<file path="config.mk">
export PLATFORM = sky130hd
export DESIGN_NAME = color_ratio_meter
export DESIGN_NICKNAME = d
export VERILOG_FILES = /design/src/rtl/color_pkg.sv /design/src/rtl/pct_divider.sv /design/src/rtl/color_ratio_meter.sv
export SDC_FILE = /design/constraint.sdc
export NUM_CORES = 1
export LEC_CHECK = 0
export ABC_AREA = 1
export ABC_CLOCK_PERIOD_IN_PS = 2750
export CAP_MARGIN = 20
export CORE_MARGIN = 8
export CORE_UTILIZATION = 57
export DETAILED_ROUTE_END_ITERATION = 16
export GPL_TIMING_DRIVEN = 0
export PLACE_DENSITY = 0.78
export SLEW_MARGIN = 30
export SYNTH_ARGS = -nofsm -noshare
export SYNTH_HDL_FRONTEND = slang
export SYNTH_SLANG_ARGS = --single-unit
</file>
<file path="constraint.sdc">
create_clock -name clk -period 2.75 [get_ports clk]
set_input_delay 0.55 -clock clk [delete_from_list [all_inputs] [get_ports clk]]
set_output_delay 0.55 -clock clk [all_outputs]
set_load 0.1 [all_outputs]
</file>
<file path="src/rtl/color_pkg.sv">
// Shared constants and types for the colour ratio meter.
// Filter codes follow the sensor's S2/S3 select pins.
package color_pkg;

    localparam int PCT_W = 7;

    localparam logic [1:0] FLT_RED   = 2'b00;
    localparam logic [1:0] FLT_BLUE  = 2'b01;
    localparam logic [1:0] FLT_CLEAR = 2'b10;
    localparam logic [1:0] FLT_GREEN = 2'b11;

    typedef enum logic [2:0] {
        IDLE,
        SETTLE,
        GATE,
        DIV,
        DONE
    } state_t;

    // Measurement order: clear, green, red, blue.
    function automatic logic [1:0] phase_flt(input logic [1:0] ph);
        logic [1:0] f;
        unique case (ph)
            2'd0:    f = FLT_CLEAR;
            2'd1:    f = FLT_GREEN;
            2'd2:    f = FLT_RED;
            default: f = FLT_BLUE;
        endcase
        return f;
    endfunction

endpackage

</file>
<file path="src/rtl/pct_divider.sv">
// Restoring divider producing floor(num*100/den), clamped to 100.
// One quotient bit per cycle; done pulses once the quotient is ready.
module pct_divider
    import color_pkg::*;
#(
    parameter int CNT_W = 20
) (
    input  logic             clk,
    input  logic             rst_n,
    input  logic             start,
    input  logic [CNT_W-1:0] num,
    input  logic [CNT_W-1:0] den,
    output logic             done,
    output logic [PCT_W-1:0] pct
);

    localparam int QW = CNT_W + 7;
    localparam int BW = $clog2(QW + 1);

    logic [QW-1:0]  q;
    logic [CNT_W:0] rem;
    logic [CNT_W:0] rem_sh;
    logic           ge;
    logic           run;
    logic [BW-1:0]  bits;

    // Dividend bits shift out of q's top while quotient bits shift in.
    assign rem_sh = {rem[CNT_W-1:0], q[QW-1]};
    assign ge     = (rem_sh >= {1'b0, den});

    always_ff @(posedge clk) begin
        if (!rst_n) begin
            q    <= '0;
            rem  <= '0;
            run  <= 1'b0;
            bits <= '0;
            done <= 1'b0;
        end else begin
            done <= 1'b0;
            if (start) begin
                q    <= QW'(num) * QW'(100);
                rem  <= '0;
                bits <= '0;
                run  <= 1'b1;
            end else if (run) begin
                rem  <= ge ? (rem_sh - {1'b0, den}) : rem_sh;
                q    <= {q[QW-2:0], ge};
                bits <= bits + BW'(1);
                if (bits == BW'(QW - 1)) begin
                    run  <= 1'b0;
                    done <= 1'b1;
                end
            end
        end
    end

    assign pct = (q > QW'(100)) ? PCT_W'(100) : q[PCT_W-1:0];

endmodule

</file>
<file path="src/rtl/color_ratio_meter.sv">
// Colour sensor ratio meter: counts clear/green (and red/blue with
// COLOR_RATIO_RGB_EN) frequency windows and reports percent ratios.
module color_ratio_meter
    import color_pkg::*;
#(
    parameter int GATE_CYCLES   = 50000,
    parameter int SETTLE_CYCLES = 1000,
    parameter int CNT_W         = 20,
    parameter int LO_PCT        = 57,
    parameter int HI_PCT        = 80
) (
    input  logic             clk,
    input  logic             rst_n,
    input  logic             en,
    input  logic             freq_in,
    output logic [1:0]       filter,
    output logic [CNT_W-1:0] clear_cnt,
    output logic [PCT_W-1:0] green_pct,
`ifdef COLOR_RATIO_RGB_EN
    output logic [PCT_W-1:0] red_pct,
    output logic [PCT_W-1:0] blue_pct,
`endif
    output logic             valid,
    output logic             color,
    output logic             div_err,
    output logic             busy
);

`ifdef COLOR_RATIO_RGB_EN
    localparam logic [1:0] LAST_PH  = 2'd3;
    localparam logic [1:0] LAST_DIV = 2'd2;
`else
    localparam logic [1:0] LAST_PH  = 2'd1;
    localparam logic [1:0] LAST_DIV = 2'd0;
`endif

    state_t           state, state_n;
    logic [2:0]       sync;
    logic             edge_p;
    logic [31:0]      timer;
    logic             settle_end;
    logic             gate_end;
    logic [1:0]       phase;
    logic [1:0]       div_idx;
    logic             div_start;
    logic             div_fin;
    logic [CNT_W-1:0] cnt, cnt_nxt;
    logic [CNT_W-1:0] clr_q, grn_q;
    logic [PCT_W-1:0] grn_p;
    logic [CNT_W-1:0] dv_num;
    logic             dv_done;
    logic [PCT_W-1:0] dv_pct;
`ifdef COLOR_RATIO_RGB_EN
    logic [CNT_W-1:0] red_q, blu_q;
    logic [PCT_W-1:0] red_p, blu_p;
`endif

    assign edge_p     = sync[1] & ~sync[2];
    assign settle_end = (timer == 32'(SETTLE_CYCLES - 1));
    assign gate_end   = (timer == 32'(GATE_CYCLES - 1));
    assign busy       = (state != IDLE);

    // Saturating edge count including the edge seen this cycle.
    assign cnt_nxt = (edge_p && cnt != {CNT_W{1'b1}})
                   ? cnt + CNT_W'(1) : cnt;

    always_ff @(posedge clk) begin
        if (!rst_n) state <= IDLE;
        else        state <= state_n;
    end

    always_comb begin
        state_n = state;
        unique case (state)
            IDLE:    if (en) state_n = SETTLE;
            SETTLE:  if (settle_end) state_n = GATE;
            GATE:    if (gate_end)
                         state_n = (phase == LAST_PH) ? DIV : SETTLE;
            DIV:     if (div_fin) state_n = DONE;
            DONE:    state_n = en ? SETTLE : IDLE;
            default: state_n = IDLE;
        endcase
    end

    always_comb begin
        dv_num = grn_q;
`ifdef COLOR_RATIO_RGB_EN
        case (div_idx)
            2'd1:    dv_num = red_q;
            2'd2:    dv_num = blu_q;
            default: dv_num = grn_q;
        endcase
`endif
    end

    always_ff @(posedge clk) begin
        if (!rst_n) begin
            sync      <= '0;
            timer     <= '0;
            phase     <= '0;
            div_idx   <= '0;
            div_start <= 1'b0;
            div_fin   <= 1'b0;
            cnt       <= '0;
            clr_q     <= '0;
            grn_q     <= '0;
            grn_p     <= '0;
            filter    <= FLT_CLEAR;
            clear_cnt <= '0;
            green_pct <= '0;
            valid     <= 1'b0;
            color     <= 1'b0;
            div_err   <= 1'b0;
`ifdef COLOR_RATIO_RGB_EN
            red_q     <= '0;
            blu_q     <= '0;
            red_p     <= '0;
            blu_p     <= '0;
            red_pct   <= '0;
            blue_pct  <= '0;
`endif
        end else begin
            sync      <= {sync[1:0], freq_in};
            timer     <= (state_n != state) ? '0 : timer + 32'd1;
            valid     <= 1'b0;
            div_start <= 1'b0;
            unique case (state)
                IDLE, DONE: begin
                    if (en) begin
                        filter <= FLT_CLEAR;
                        phase  <= 2'd0;
                    end
                end
                SETTLE: cnt <= '0;
                GATE: begin
                    cnt <= cnt_nxt;
                    if (gate_end) begin
                        if (phase == 2'd0) clr_q <= cnt_nxt;
                        else if (phase == 2'd1) grn_q <= cnt_nxt;
`ifdef COLOR_RATIO_RGB_EN
                        else if (phase == 2'd2) red_q <= cnt_nxt;
                        else blu_q <= cnt_nxt;
`endif
                        if (phase != LAST_PH) begin
                            phase  <= phase + 2'd1;
                            filter <= phase_flt(phase + 2'd1);
                        end else begin
                            // A zero clear count skips the divider entirely.
                            div_idx   <= 2'd0;
                            div_fin   <= (clr_q == '0);
                            div_start <= (clr_q != '0);
                            grn_p     <= '0;
`ifdef COLOR_RATIO_RGB_EN
                            red_p     <= '0;
                            blu_p     <= '0;
`endif
                        end
                    end
                end
                DIV: begin
                    if (dv_done) begin
                        if (div_idx == 2'd0) grn_p <= dv_pct;
`ifdef COLOR_RATIO_RGB_EN
                        else if (div_idx == 2'd1) red_p <= dv_pct;
                        else blu_p <= dv_pct;
`endif
                        if (div_idx == LAST_DIV) begin
                            div_fin <= 1'b1;
                        end else begin
                            div_idx   <= div_idx + 2'd1;
                            div_start <= 1'b1;
                        end
                    end
                    if (div_fin) begin
                        clear_cnt <= clr_q;
                        green_pct <= grn_p;
                        div_err   <= (clr_q == '0);
                        color     <= (32'(grn_p) >= LO_PCT) &&
                                     (32'(grn_p) <= HI_PCT);
                        valid     <= 1'b1;
`ifdef COLOR_RATIO_RGB_EN
                        red_pct   <= red_p;
                        blue_pct  <= blu_p;
`endif
                    end
                end
                default: ;
            endcase
        end
    end

    pct_divider #(
        .CNT_W(CNT_W)
    ) u_div (
        .clk  (clk),
        .rst_n(rst_n),
        .start(div_start),
        .num  (dv_num),
        .den  (clr_q),
        .done (dv_done),
        .pct  (dv_pct)
    );

endmodule

</file>
* Word level (Yosys, flattened, before mapping)
Cells that the tools add are included.
** Storage, ports and cells
- Bits in registers :: 197
- Input bits :: 4
- Output and inout bits :: 33
- Logic and storage cells :: 130
** Operators by class
- $add $sub $neg :: 6
- Multiply operators :: 1
- Magnitude comparators :: 4
- Equality and inequality tests :: 20
- Multiplexer cells :: 47
- Bitwise gates (word level) :: 5
- Reduce and logical (&&, ||, !) cells :: 24
** Operators by type and width (number)
- 2-to-1 mux 27 bit :: 2
- 2-to-1 mux 20 bit :: 2
- one-hot mux 20 bit (2 select lines) :: 1
- 2-to-1 mux 7 bit :: 5
- adder 32 x 1 -> 32 bit (second input constant) :: 1
- == test 32 x 10 -> 1 bit (second input constant) :: 1
- == test 32 x 16 -> 1 bit (second input constant) :: 1
- > comparator 27 x 7 -> 1 bit (second input constant) :: 1
- multiplier 20 x 5 -> 25 bit (second input constant) :: 1
- 2-to-1 mux 2 bit :: 11
- >= comparator 21 x 20 -> 1 bit :: 1
- adder 20 x 1 -> 20 bit (second input constant) :: 1
- zero test 20 bit :: 1
- != test 20 bit (second input constant) :: 1
- nonzero test 20 bit :: 1
- subtractor 20 bit :: 1
- one-hot mux 3 bit (5 select lines) :: 1
- 2-to-1 mux 1 bit :: 14
- one-hot mux 7 bit (2 select lines) :: 1
- 2-to-1 mux 3 bit :: 4
- != test 2 bit (second input constant) :: 6
- one-hot mux 2 bit (2 select lines) :: 3
- AND reduction 5 bit :: 2
- AND reduction 4 bit :: 2
- other kinds (25) :: 42

* Longest topological paths before layout
Gate-level depths: netlist of run 1.
- Word-level depth :: 6
- Mapped depth :: 18
- Depth with buffers taken out :: 18

* Hierarchy
Synthesis of run 1 repeated with hierarchy kept, for this count alone.
** Unflattened totals
- Cell total of the unflattened synthesis :: 2062
- Area total of the unflattened synthesis :: 13610.6 um^2
** Modules (own cells, without submodules)
- color_ratio_meter :: times used 1, cells each 1055, area an instance 7343.3 um^2, seq. area each 2842.7 um^2
- pct_divider :: times used 1, cells each 1007, area an instance 6267.3 um^2, seq. area each 1081.0 um^2

* Worst setup path before layout of run 1
Ideal clock, no wire load.
- Kind :: reg2reg
- From :: reg grn_q[11] (netlist: dv_num[11])
- To :: reg u_div.q[22]
- Library setup time :: 0.132 ns
- Arrival time :: 2.623 ns
- Required time :: 2.618 ns
- Setup slack :: -0.006 ns
- Cell stages (with the launch flop) :: 15
- Buffers on the path :: 0
- Clock period less this slack :: 2.756 ns
- Path through :: dfxtp_1 -> ha_1 -> ha_1 -> inv_1 -> fa_1 -> inv_1 -> ha_1 -> nand2_1 -> inv_1 -> a21oi_1 -> nor2_1 -> nor2_1 -> a21oi_1 -> o21ai_0 -> a21oi_1
** Between the ends
- Longest elaborated chain between the ends :: 2
** RTL lines
- from (decl) :: line color_ratio_meter.sv:48 : logic [CNT_W-1:0] clr_q, grn_q;
- from (signal assigned) :: line color_ratio_meter.sv:139 : else if (phase == 2'd1) grn_q <= cnt_nxt;
- multiplier 20 x 5 -> 25 bit :: line pct_divider.sv:41 : q <= QW'(num) * QW'(100);
- 2-to-1 mux 27 bit :: line pct_divider.sv:40 : if (start) begin
- to (signal assigned) :: line pct_divider.sv:41
- to (signal assigned) :: line pct_divider.sv:47 : q <= {q[QW-2:0], ge};
- to (decl) :: line pct_divider.sv:20 : logic [QW-1:0] q;
No other way between the ends.
A chain may end at the register's enable or synchronous reset.

* Worst setup path after layout of run 1
- From :: reg grn_q[13] (netlist: dv_num[13])
- To :: reg u_div.q[19]
The elaborated chain is that of the path after synthesis.

==> results of run 1 <==
## worst max-delay path: stages (launching register included)
cell and delay [ps]:
sky130_fd_sc_hd__dfxtp_4 380, sky130_fd_sc_hd__ha_4 250, sky130_fd_sc_hd__ha_4 270, sky130_fd_sc_hd__inv_4 40, sky130_fd_sc_hd__fa_2 610, sky130_fd_sc_hd__inv_2 60, sky130_fd_sc_hd__ha_4 320, sky130_fd_sc_hd__nand2_1 180
sky130_fd_sc_hd__nor2_2 240, sky130_fd_sc_hd__nand3_2 150, sky130_fd_sc_hd__a21oi_1 400, sky130_fd_sc_hd__o21ai_1 140, sky130_fd_sc_hd__a21oi_1 170
## metal layers
metal / global-route usage (%) / vias up / routed length [µm]
li1: - / 6364 / -
met5: 0 / - / 0
met4: 13.0 / 0 / 2600
met1: 35.3 / 6277 / 17500
met3: 5.06 / 223 / 4110
met2: 45.8 / 763 / 19600
## where the power goes
part	total, mW	switching, mW	leakage (nW)	internal [mW]
Combinational	0.190	0.144	5.09	0.0464
Sequential	2.83	0.00708	1.59	2.83
Clock	2.56	1.31	0.290	1.25
Total	5.58	1.46	6.97	4.12
## stage by stage
stage / util (%) / hold slack (ps) / worst slack, ps / setup TNS [ps]
after detailed placement: 60.5 / 417 / -367 / -3830
after CTS: 66.9 / 435 / -10.7 / -19.4
after floorplan: - / 390 / 48.3 / 0
after global routing: 69.6 / 458 / -699 / -4450
after global placement: 60.5 / 393 / -334 / -3260
final: 69.6 / 433 / -540 / -3080
## sequential cells by signal, indices dropped and copies added (netlist names), 7 cells and up
| signal | count |
|---|---|
| clear_cnt | 20 |
| clr_q | 20 |
| cnt | 20 |
| dv_num | 20 |
| green_pct | 7 |
| grn_p | 7 |
| timer | 32 |
| u_div.q | 27 |
| u_div.rem | 20 |
## how the worst max path moves through the flow
stage,end,cells after the start
2_1_floorplan,u_div.q[22],14
3_3_place_gp,u_div.q[18],15
3_5_place_dp,u_div.q[18],15
4_1_cts,u_div.q[24],16
5_1_grt,u_div.q[19],12
6_report,u_div.q[19],12
## cell type report
type                    count  area share [%]
multi-input cells        1366            54.5
flip-flops and latches    196            25.5
inverters                 301            7.36
repair buffers             76            4.39
clock buffers              18            2.81
well taps                 285            2.28
plain buffers              63            2.16
clock inverters            14            1.00
## repair_timing
action                                  in CTS  in global routing
hold buffers                                 0                  0
pin swaps                                   58                 75
gates resized for setup                    131                133
gates cloned                                 0                  0
buffers inserted                            33                 11
endpoints found under the setup margin      18                 17
## logic make-up (layout without fill, tap and decap cells)
| family | Yosys count | count (layout) | share of synthesized area [%] |
|---|---|---|---|
| xor gates and xnor gates | 61 | 61 | 4.15 |
| buffers and inverters | 364 | 472 | 11.4 |
| AOI/OAI and AO/OA | 287 | 287 | 11.8 |
| and+or+nand+nor | 910 | 910 | 30.7 |
| adders and majority gates | 108 | 108 | 11.4 |
| DFF | 196 | 196 | 30.5 |
## cells in the final DEF, fill, tap and decap left out, types with 9 or more instances in the layout
master | synthesis | routed
sky130_fd_sc_hd__clkdlybuf4s50_1 | 0 | 35
sky130_fd_sc_hd__xor2_1 | 49 | 44
sky130_fd_sc_hd__nor2_2 | 7 | 15
sky130_fd_sc_hd__xnor2_1 | 12 | 12
sky130_fd_sc_hd__buf_4 | 6 | 42
sky130_fd_sc_hd__nand2_1 | 426 | 374
sky130_fd_sc_hd__nand3b_1 | 16 | 16
sky130_fd_sc_hd__a21oi_2 | 1 | 11
sky130_fd_sc_hd__buf_6 | 9 | 13
sky130_fd_sc_hd__ha_4 | 0 | 35
sky130_fd_sc_hd__clkbuf_1 | 37 | 37
sky130_fd_sc_hd__nand3_2 | 3 | 12
sky130_fd_sc_hd__nand2_4 | 1 | 23
sky130_fd_sc_hd__dfxtp_4 | 0 | 14
sky130_fd_sc_hd__nand2_2 | 16 | 45
sky130_fd_sc_hd__nor4_1 | 11 | 10
sky130_fd_sc_hd__nor2_1 | 217 | 202
sky130_fd_sc_hd__o21ai_0 | 93 | 89
sky130_fd_sc_hd__nand4_1 | 28 | 28
sky130_fd_sc_hd__clkbuf_16 | 0 | 17
sky130_fd_sc_hd__fa_1 | 16 | 14
sky130_fd_sc_hd__nor2_4 | 3 | 10
sky130_fd_sc_hd__buf_2 | 9 | 9
sky130_fd_sc_hd__ha_1 | 92 | 55
sky130_fd_sc_hd__a21oi_1 | 158 | 146
sky130_fd_sc_hd__nand3_1 | 139 | 125
sky130_fd_sc_hd__a31oi_1 | 13 | 13
sky130_fd_sc_hd__inv_2 | 6 | 33
sky130_fd_sc_hd__nor3_1 | 35 | 34
sky130_fd_sc_hd__inv_1 | 293 | 262
sky130_fd_sc_hd__dfxtp_1 | 196 | 178
==> impl_summary.md, run 1 <==
Finish
The sequential cells in the finished layout cover a total of 3980 µm². The total non-filler cell area in the finished layout is 15,600 µm². The multi-input combinational cells in the finished layout cover a total of 8500 µm².

The repair_antennas step left the layout with diodes totalling 0. The count of filler cells inserted in the layout is 1,817. The layout cell share with drive strength beyond 1 is 16.4%. The post-synthesis to final-layout area growth is 21.2%. The number of nets in the final layout is 2,133. The non-filler instance count after layout is 2,319.

Synthesis
The dominant register cell in the synthesized netlist is sky130_fd_sc_hd__dfxtp_1. The net count after synthesis is 2,038. The largest area contributor in the netlist is sky130_fd_sc_hd__dfxtp_1. After synthesis, flip-flops and latches occupy 30.5% of the total area.

The share of async-settable or async-resettable flops after synthesis is 0%. The synthesized design contains 0 enable-type register cells. Ranked by instance count, the synthesized netlist is headed by 426 x sky130_fd_sc_hd__nand2_1, 293 x sky130_fd_sc_hd__inv_1, 217 x sky130_fd_sc_hd__nor2_1.

After synthesis the cells add up to 12,900 µm². The number of distinct library cells after synthesis is 44. Counting every instance in the synthesized netlist gives 1,926. The share of synthesized area in the top cell type comes to 30.5%.

After synthesis, the cell types taking the most area are sky130_fd_sc_hd__dfxtp_1 30%, sky130_fd_sc_hd__nand2_1 12%, sky130_fd_sc_hd__ha_1 8.9%. The average instance area after synthesis is 6.68 µm². Yosys instantiated no cell more often than sky130_fd_sc_hd__nand2_1.

The register bit total from synthesis is 196. Yosys printed 0 warnings.

STA
The final worst clock skew is 15.5 ps. The post-layout minimum cycle time is 3290 ps. Setup repair after global routing could not meet its margin everywhere. The setup slack of the critical path after layout is -540 ps. The worst slew margin relative to its limit is 32.2%. The number of max-slew violations in the final report was 0.

For the pin with the worst max-slew slack, the measured transition is 1010 ps. The final critical-path share of the clock period is 120%. For this run, the top clock speed supported by timing is 0.304 GHz. The number of failing hold endpoints at the final stage is 0.

The number of failing setup endpoints in the final timing report is 16.

Clock tree
TritonCTS built the clock tree. The latest clock arrival within the worst-skew pair is 460 ps. Clock tree synthesis selected as its root buffer the cell sky130_fd_sc_hd__clkbuf_16. The clock tree synthesis step divided the H-tree into 4 levels. Clock-pin slew was measured on the worst setup and hold paths at 80 ps. The number of buffers created by CTS is 17.

The sink count of the clock tree is 196. The maximum buffer depth of the clock tree is 2.

Setup path
The most critical setup path has its startpoint at dv_num[13]. The worst setup path is launched from a flop. The kind of capture point of the worst setup path is a flop. For the worst setup path, the data required time is 3120 ps. The setup slack on the worst flop-to-flop path is -540 ps. The worst register-to-register path begins at dv_num[13]. The reg-to-reg critical path endpoint is u_div.q[19]. For the worst setup path, the data arrival time is 3660 ps. The critical path class is flop to flop. The cell count of the worst reg-to-reg path is 12. The maximum fanout along the worst path is 4.

Pwr
VDD sags by at most 0.329 mV. The power density over the cells is 358 nW/µm². Overall power consumption after layout is estimated at 5.58 mW. For this design the static power due to leakage is 6.97 nW.

Placement
At the end of routability-driven placement, the weighted congestion stood at 0.969. The quantity of I/O buffers inserted on ports is 35. In this run the cell area measured after placement is 13,600 µm². The number of cells in the design after placement is 2,246.

The post-detailed-placement half-perimeter wirelength is 27,700 µm.

Global route
Global routing used 28.0% of the available tracks. The first global-routing pass estimated 63,600 µm of wire. The initial antenna violation count is 0. The via count of the first global-routing pass was 12,800.

The aggregate global routing overflow is 0. Entering global routing, the biggest net connects 21 pins.

Routing
The final layout contains routed wiring with a total length of 43,900 µm. In this run the remaining antenna-violating nets after routing total 0. The routed via count is 13,600. The number of design-rule violations left by the first detailed-router iteration is 1,659. The vias per cell is 5.88. After detailed routing, the number of remaining DRC violations is 0. Dividing the detail-routed wire length by the instance count gives 18.9 µm. For this run, the detailed router's first-pass iteration total came to 8.

Run status
The run finished, with violations left. The final reports fail on setup timing.

Floorplan
The floorplan step defined a die boundary enclosing 27,600 µm². The starting density of the core is 57.4%. The number of I/O pins is 37. The total area inside the core boundary comes to 22,400 µm². In this run the vertical extent of the chip is 166 µm.

The horizontal die dimension is 166 µm. Row generation in the floorplan step produced 55 rows.

Worst hold path
The worst hold path passes through 2 cells. The worst hold path terminates at sync[1]. The min-delay analysis places its worst path in the category flop to flop. In this run the most critical hold path is launched from sync[0].

Flow run
The max capacitance violation total is 0.
Power figures use the tool's default switching activity.
==> inputs of run 2 (changes only) <==
--- a/config.mk
+++ b/config.mk
@@ -10,6 +10,7 @@
 export CAP_MARGIN = 20
 export CORE_MARGIN = 8
 export CORE_UTILIZATION = 57
+export CTS_CLUSTER_DIAMETER = 80
 export DETAILED_ROUTE_END_ITERATION = 16
 export GPL_TIMING_DRIVEN = 0
 export PLACE_DENSITY = 0.78
==> results of run 2 <==
The final DEF is identical to that of run 1; final timing and power are the same.
